**config.mk**
```make
export PLATFORM = sky130hd
export DESIGN_NAME = cook_sequencer
export DESIGN_NICKNAME = d
export VERILOG_FILES = /design/src/rtl/cook_sequencer.sv
export SDC_FILE = /design/constraint.sdc
export NUM_CORES = 1
export LEC_CHECK = 0
export ABC_AREA = 1
export CAP_MARGIN = 40
export CORE_MARGIN = 4
export CORE_UTILIZATION = 40
export DETAILED_ROUTE_END_ITERATION = 10
export GPL_ROUTABILITY_DRIVEN = 0
export PLACE_DENSITY_LB_ADDON = 0.1
export SYNTH_ARGS = -nofsm -noshare
export SYNTH_HDL_FRONTEND = slang
export SYNTH_SLANG_ARGS = --single-unit
export TNS_END_PERCENT = 5
```
**constraint.sdc**
```tcl
create_clock -name clk -period 4.5 [get_ports clk]
set_clock_uncertainty 0.1 [all_clocks]
set_input_delay 0.675 -clock clk [delete_from_list [all_inputs] [get_ports clk]]
set_output_delay 0.675 -clock clk [all_outputs]
set_load 0.005 [all_outputs]
```
**src/rtl/cook_sequencer.sv**
```systemverilog
// Microwave cook-cycle sequencer: keypad BCD entry, 1 Hz countdown,
// magnetron gating and end-of-cook alarm.
module cook_sequencer #(
    parameter int TICK_DIV   = 100,
    parameter int ALARM_SECS = 3
) (
    input  logic       clk,
    input  logic       rst,
    input  logic       startn,
    input  logic       stopn,
    input  logic       clearn,
    input  logic       door_closed,
    input  logic [9:0] keypad,
    output logic       mag_on,
    output logic       alarm,
    output logic [2:0] state,
    output logic [3:0] min_tens,
    output logic [3:0] min_ones,
    output logic [3:0] sec_tens,
    output logic [3:0] sec_ones
);

    localparam logic [2:0] S_IDLE  = 3'd0;
    localparam logic [2:0] S_ENTRY = 3'd1;
    localparam logic [2:0] S_COOK  = 3'd2;
    localparam logic [2:0] S_PAUSE = 3'd3;
    localparam logic [2:0] S_DONE  = 3'd4;

    localparam int ALARM_CYC = ALARM_SECS * TICK_DIV;
    localparam int CNT_TOP   = (ALARM_CYC > TICK_DIV) ? ALARM_CYC : TICK_DIV;
    localparam int CW        = $clog2(CNT_TOP + 1);

    localparam logic [CW-1:0] TICK_LAST  = CW'(TICK_DIV - 1);
    localparam logic [CW-1:0] ALARM_LAST = CW'(ALARM_CYC - 1);

    logic [2:0]    r_state;
    logic [15:0]   r_time;
    logic [CW-1:0] r_cnt;
    logic          r_mag;
    logic          r_alarm;
    logic          r_start_p;
    logic          r_stop_p;
    logic          r_clear_p;
    logic [9:0]    r_kp_prev;

    logic          w_start_ev;
    logic          w_stop_ev;
    logic          w_clear_ev;
    logic          w_onehot;
    logic          w_key_ev;
    logic [3:0]    w_digit;
    logic          w_zero;
    logic          w_tick;
    logic [15:0]   w_dec;
    logic          w_dec_zero;

    // Button levels are stored as "pressed" so reset clears the detectors.
    assign w_start_ev = ~startn & ~r_start_p;
    assign w_stop_ev  = ~stopn  & ~r_stop_p;
    assign w_clear_ev = ~clearn & ~r_clear_p;

    assign w_onehot = (keypad != 10'd0)
                   && ((keypad & (keypad - 10'd1)) == 10'd0);
    assign w_key_ev = (r_kp_prev == 10'd0) && w_onehot;

    always_comb begin
        w_digit = 4'd0;
        for (int i = 0; i < 10; i++) begin
            if (keypad[i]) w_digit = 4'(i);
        end
    end

    assign w_zero = (r_time == 16'h0000);
    assign w_tick = (r_cnt == TICK_LAST);

    // One-second BCD decrement with mm:ss borrow rules.
    always_comb begin
        w_dec = r_time;
        if (r_time[3:0] != 4'd0) begin
            w_dec[3:0] = r_time[3:0] - 4'd1;
        end else begin
            w_dec[3:0] = 4'd9;
            if (r_time[7:4] != 4'd0) begin
                w_dec[7:4] = r_time[7:4] - 4'd1;
            end else begin
                w_dec[7:4] = 4'd5;
                if (r_time[11:8] != 4'd0) begin
                    w_dec[11:8] = r_time[11:8] - 4'd1;
                end else begin
                    w_dec[11:8]  = 4'd9;
                    w_dec[15:12] = r_time[15:12] - 4'd1;
                end
            end
        end
    end

    assign w_dec_zero = (w_dec == 16'h0000);

    always_ff @(posedge clk or posedge rst) begin
        if (rst) begin
            r_state   <= S_IDLE;
            r_time    <= 16'h0000;
            r_cnt     <= '0;
            r_mag     <= 1'b0;
            r_alarm   <= 1'b0;
            r_start_p <= 1'b0;
            r_stop_p  <= 1'b0;
            r_clear_p <= 1'b0;
            r_kp_prev <= 10'd0;
        end else begin
            r_start_p <= ~startn;
            r_stop_p  <= ~stopn;
            r_clear_p <= ~clearn;
            r_kp_prev <= keypad;
            if (w_clear_ev) begin
                r_state <= S_IDLE;
                r_time  <= 16'h0000;
                r_cnt   <= '0;
                r_mag   <= 1'b0;
                r_alarm <= 1'b0;
            end else begin
                case (r_state)
                    S_IDLE: begin
                        if (w_key_ev) begin
                            r_time  <= {r_time[11:0], w_digit};
                            r_state <= S_ENTRY;
                        end
                    end
                    S_ENTRY, S_PAUSE: begin
                        if (w_stop_ev) begin
                            r_state <= S_IDLE;
                            r_time  <= 16'h0000;
                        end else if (w_start_ev && door_closed && !w_zero) begin
                            r_state <= S_COOK;
                            r_mag   <= 1'b1;
                            r_cnt   <= '0;
                        end else if (w_key_ev && r_state == S_ENTRY) begin
                            r_time <= {r_time[11:0], w_digit};
                        end
                    end
                    S_COOK: begin
                        if (!door_closed || w_stop_ev) begin
                            r_state <= S_PAUSE;
                            r_mag   <= 1'b0;
                            r_cnt   <= '0;
                        end else if (w_tick) begin
                            r_cnt <= '0;
                            if (w_zero || w_dec_zero) begin
                                r_state <= S_DONE;
                                r_time  <= 16'h0000;
                                r_mag   <= 1'b0;
                                r_alarm <= 1'b1;
                            end else begin
                                r_time <= w_dec;
                            end
                        end else begin
                            r_cnt <= r_cnt + CW'(1);
                        end
                    end
                    S_DONE: begin
                        if (w_start_ev || w_stop_ev || w_key_ev
                            || r_cnt == ALARM_LAST) begin
                            r_state <= S_IDLE;
                            r_alarm <= 1'b0;
                            r_cnt   <= '0;
                        end else begin
                            r_cnt <= r_cnt + CW'(1);
                        end
                    end
                    default: begin
                        r_state <= S_IDLE;
                        r_time  <= 16'h0000;
                        r_cnt   <= '0;
                        r_mag   <= 1'b0;
                        r_alarm <= 1'b0;
                    end
                endcase
            end
        end
    end

    assign mag_on   = r_mag;
    assign alarm    = r_alarm;
    assign state    = r_state;
    assign min_tens = r_time[15:12];
    assign min_ones = r_time[11:8];
    assign sec_tens = r_time[7:4];
    assign sec_ones = r_time[3:0];

endmodule

```
Yosys cells after proc, flatten, opt, wreduce, memory -nomap -nowiden --
Index checks and enable logic that the tools add are counted.
Cells by class: $add $sub $neg 6, equality and inequality tests 22, mux-type cells 53, bitwise operators 10, reduce and logical (&&, ||, !) cells 29
Operators by type and width (number):
- 16-bit 2-to-1 mux | 8
- 16-bit one-hot mux with 4 select lines | 1
- 9-bit 2-to-1 mux | 6
- 4-bit 2-to-1 mux | 12
- 9-bit one-hot mux with 4 select lines | 1
- 16-bit logical NOT | 2
- 3-bit 2-to-1 mux | 8
- 3-bit inequality test (second input constant) | 7
- 10-bit logical NOT | 2
- 4-bit inequality test (second input constant) | 5
- 4-bit by 1-bit subtractor with 4-bit output (second input constant) | 4
- 5-bit AND reduction | 3
- 1-bit 2-to-1 mux | 12
- 12-bit 2-to-1 mux | 1
- 3-bit one-hot mux with 4 select lines | 1
- 4-bit nonzero test | 3
- 10-bit bitwise AND | 1
- 10-bit nonzero test | 1
- 10-bit by 1-bit subtractor with 10-bit output (second input constant) | 1
- 9-bit by 1-bit adder with 9-bit output (second input constant) | 1
- 9-bit by 7-bit == test with 1-bit output (second input constant) | 1
- 9-bit == test (second input constant) | 1
- 8-bit 2-to-1 mux | 1
- 3-bit by 2-bit == test with 1-bit output (second input constant) | 2
- 15 further kinds | 35
Word-level totals: flip-flop bits (word level) 43, input port bits 16, output and inout bits 21, logic and storage cells 129

Logic depth before layout (Yosys ltp) --
depth in word-level cells 14, gate-level depth with buffers 16

Least setup slack after synthesis --
Ideal clock, no wire load.
path kind in2reg, from input port keypad[1], to register r_time[3], setup time 116 ps, arrival 1975 ps, slack 2309 ps, stages 10, buffers on the path 1, cell sequence nor2_2 -> nand2_1 -> nor2_1 -> xor2_1 -> nand4_2 -> o21ai_2 -> o211ai_2 -> buf_2 -> nand2_1 -> nand2_1
On the way: longest elaborated chain between the ends 8, elaborated cells between the ends (all ways) 10, those cells by class 1 x add/sub; 2 x eq/ne; 1 x bitwise; 6 x reduce/logical
Ends and longest elaborated chain:
- start: declaration | RTL line 13 | input logic [9:0] keypad,
- 10-bit by 1-bit subtractor with 10-bit output | RTL line 63 | && ((keypad & (keypad - 10'd1)) == 10'd0);
- 10-bit bitwise AND | RTL line 63
- 10-bit logical NOT | RTL line 63
- 1-bit logical AND (*) | RTL line 63
- 1-bit logical AND (*) | RTL line 64 | assign w_key_ev = (r_kp_prev == 10'd0) && w_onehot;
- 1-bit logical AND | RTL line 137 | end else if (w_key_ev && r_state == S_ENTRY) begin
- 4-bit inequality test (no source line)
- 6-bit AND reduction (no source line) (*)
- end signal: assignment | RTL line 125 | r_time <= {r_time[11:0], w_digit};
- end signal: assignment | RTL line 138 | r_time <= {r_time[11:0], w_digit};
- end signal: assignment | RTL line 154 | r_time <= w_dec;
- end: declaration | RTL line 37 | logic [15:0] r_time;
Mark *: on every way between the ends. The rest lies on a longest branch, timed or not. A chain may end at the register's enable or synchronous reset.

Final worst setup path --
from register r_time[0], to register r_state[0] (netlist: state[0])
On the way: longest elaborated chain between the ends 6, elaborated cells between the ends (all ways) 12, those cells by class 1 x add/sub; 2 x eq/ne; 2 x mux; 7 x reduce/logical
Ends and longest elaborated chain:
- 4-bit by 1-bit subtractor with 4-bit output or 4-bit nonzero test (tied branches) | RTL line 80, 79
- 4-bit 2-to-1 mux or 12-bit 2-to-1 mux (tied branches) | RTL line 79 | if (r_time[3:0] != 4'd0) begin
- 16-bit logical NOT | RTL line 97 | assign w_dec_zero = (w_dec == 16'h0000);
- 1-bit logical OR | RTL line 148 | if (w_zero || w_dec_zero) begin
- 4-bit inequality test (no source line)
- 5-bit AND reduction (no source line) (*)
- end signal: assignment | RTL line 101 | r_state <= S_IDLE;
- end signal: assignment | RTL line 143 | r_state <= S_PAUSE;
- end signal: assignment | RTL line 149 | r_state <= S_DONE;
- end: declaration | RTL line 36 | logic [2:0] r_state;
Marked as above.

==> impl_metrics.tcl <==
set metrics [dict create \
    use_met2_pct 26.8 \
    power.density_nw_per_um2 648 \
    syn_inst 416 \
    switching_power_uw 1100 \
    r2r_slack_ps 1720 \
    tightest_slew_ps 751 \
    required_ps 4600 \
    period_share_pct 61.7 \
    ant_nets 0 \
    htreeDepth 2 \
    first_pass_iters 4 \
    grt_busiest_layer "met2" \
    finalHoldViolations 0 \
    worstSkewPairLatency_ps 290 \
    critPathKind "reg2reg" \
    cts_buffer_depth 2 \
    relSlewSlack_pct 49.8 \
    drv_cap 0 \
    period_minus_slack_ps 2780 \
    hold_buffers 0 \
    cts_inserted_buffers 5 \
    cts_tree "yes" \
    async_reset_ff_share_pct 100 \
    ys_ff_latch 43 \
    grt_usage_pct 16.7 \
    die_h_um 93.0 \
    whs_path_depth 2 \
    clkPwrFrac_pct 12.0 \
    clkTransAtPathRegs_ps 80 \
    cts_resized 0 \
    tns_ps 0 \
    synth_nets 437 \
    p_leak_uw 0.00168 \
    post-cts-setup-buffer-count 0 \
    setup_violations 0 \
    r2r_cells 14 \
    detailed_place_hpwl_um 5110 \
    p_seq_share_pct 26.2 \
    whs_ps 373 \
    cts_sinks 43 \
    syn_to_final_growth_pct 18.8 \
    synth.distinct_cells 37 \
    syn-cell-area_um2 2890 \
    grt_pass1_vias 2546 \
    drive_gt1_share_pct 7.49 \
    route.detailed.drc 0 \
    synth_edf_count 0 \
    core_um2 6910 \
    rsz0062_at_grt "false" \
    switching_share_pct 49.5 \
    fin_cells 550 \
    wire_per_inst_um 12.2 \
    drt_wl_total_um 6720 \
    row_count 30 \
    internal_power_uw 1120 \
    synth_flop_cell "dfrtp_1" \
    dp.cells 542 \
    fin_nets 474 \
    grt_antenna_before_repair 0 \
    status "complete, no violations" \
    endpoint_kind "flop" \
    yosysWarnings 0 \
    grt_pass1_wl_um 11900 \
    gr-total-overflow 0 \
    grtUsageMet3_pct 2.41 \
    num_vias 2731 \
    critPathMaxFanout 13 \
    grt_max_degree 44 \
    vdd_drop_max_mv 0.196 \
    port_buffers 36 \
    start_kind "flop" \
    arrival_ps 2870 \
    gr-usage-met1_pct 24.0 \
    slew_viol_final 0 \
    io_pins 37 \
    drt_first_iter_violations 142 \
    cts_root_buf "clkbuf_8" \
    synth-seq-area-share_pct 37.2 \
    fmax_ghz 0.360 \
    dieArea_um2 8650 \
    start_util_pct 41.8 \
    combPwrFrac_pct 61.8 \
    hp-class "reg2reg" \
    avgSynthCellArea_um2 6.94 \
    dieWidth_um 93.0 \
    vias_per_cell 4.97 \
    final_util_pct 49.7 \
    diodes 0 \
]
==> through the flow <==
step / total power, µW / instance area [µm²] / setup slack [ps]
after global placement: 1960 / 3330 / 1550
after CTS: 2240 / 3430 / 1710
after global routing: 2450 / 3430 / 1390
after detailed placement: 1960 / 3330 / 1520
final: 2220 / 3430 / 1720
after floorplan: 1590 / 2890 / 2310
==> flip-flops by register name, indices dropped and copies added, names as in the netlist <==
name       flops
r_start_p      1
state          3
r_clear_p      1
r_stop_p       1
mag_on         1
r_cnt          9
r_kp_prev     10
r_time        16
alarm          1
==> logic make-up after synthesis <==
| family | Yosys count | synth area share (%) |
|---|---|---|
| AND/OR/NAND/NOR | 265 | 42.1 |
| AO/OA/AOI/OAI | 39 | 8.45 |
| flip-flops | 43 | 37.2 |
| XOR/XNOR | 6 | 1.82 |
| adder cells (fa/ha/maj) | 5 | 2.17 |
| buffers and inverters | 58 | 8.23 |
==> final timing paths <==
| path | from | end |
|---|---|---|
| hold / removal | mag_on | mag_on |
| hold reg to reg | mag_on | mag_on |
| min in group asynchronous | rst | r_kp_prev[6] |
| setup reg to reg | r_time[0] | state[0] |
| setup / recovery | r_time[0] | state[0] |
| max in group asynchronous | rst | state[1] |
==> worst max-delay path, cell delays in order, from the launching register on <==
cell     delay [ps]
dfrtp_1         470
inv_1           130
ha_1            250
nand2_1         110
nor2_2          240
nand2_1         110
nand2_1         100
nand2_1          60
nor2_1          110
nand2_1          60
nor2_1           80
nand3_1         350
nand3_1         210
nand2_1         110
o21ai_0         180
==> metal layers <==
layer | up-vias | part of all wire (%)
li1 | 1411 | -
met3 | 2 | 3.9
met1 | 1254 | 50
met2 | 64 | 46
met4 | 0 | 0.46
met5 | - | 0
==> area by class of cell <==
type	count	area, µm²
Clock buffer	8	100
Inverter	51	191
Multi-Input combinational cell	315	1580
Fill cell	692	3480
Sequential cell	43	1080
Tap cell	96	120
Timing Repair Buffer	37	368
==> power groups by stage <==
stage	Combinational [µW]	Sequential (µW)	Clock (µW)
2_1_floorplan	1020	573	0
3_3_place_gp	1370	592	0
3_5_place_dp	1370	589	0
4_1_cts	1370	582	280
5_1_grt	1560	603	293
6_report	1370	583	267
==> placed cells by master (no fill, tap or decap), drive strengths merged <==
cell / n
nor2: 64
a21oi: 5
dfrtp: 43
o311ai: 1
xor2: 6
o211ai: 1
o21ai: 18
nand4: 20
o31ai: 1
clkinv: 1
nand2: 144
a31oi: 1
clkdlybuf4s50: 36
nand3: 28
o22ai: 9
buf: 1
a21boi: 2
nor3: 8
nor4: 1
clkbuf: 8
ha: 5
o21bai: 1
inv: 50
==> synthesized netlist by cell type (4+ instances only) <==
cell type / instances / area share, %
nand2_1: 140 / 18
nor2_1: 53 / 6.9
inv_1: 47 / 6.1
dfrtp_1: 43 / 37
nand3_1: 26 / 4.5
nand4_1: 18 / 3.9
o21ai_0: 15 / 2.6
o22ai_1: 9 / 1.9
nor3_1: 8 / 1.4
nor2_2: 6 / 1.3
xor2_1: 6 / 1.8
a21oi_1: 5 / 0.87
ha_1: 5 / 2.2
inv_2: 4 / 0.52
(Power assumes the default switching activity.)
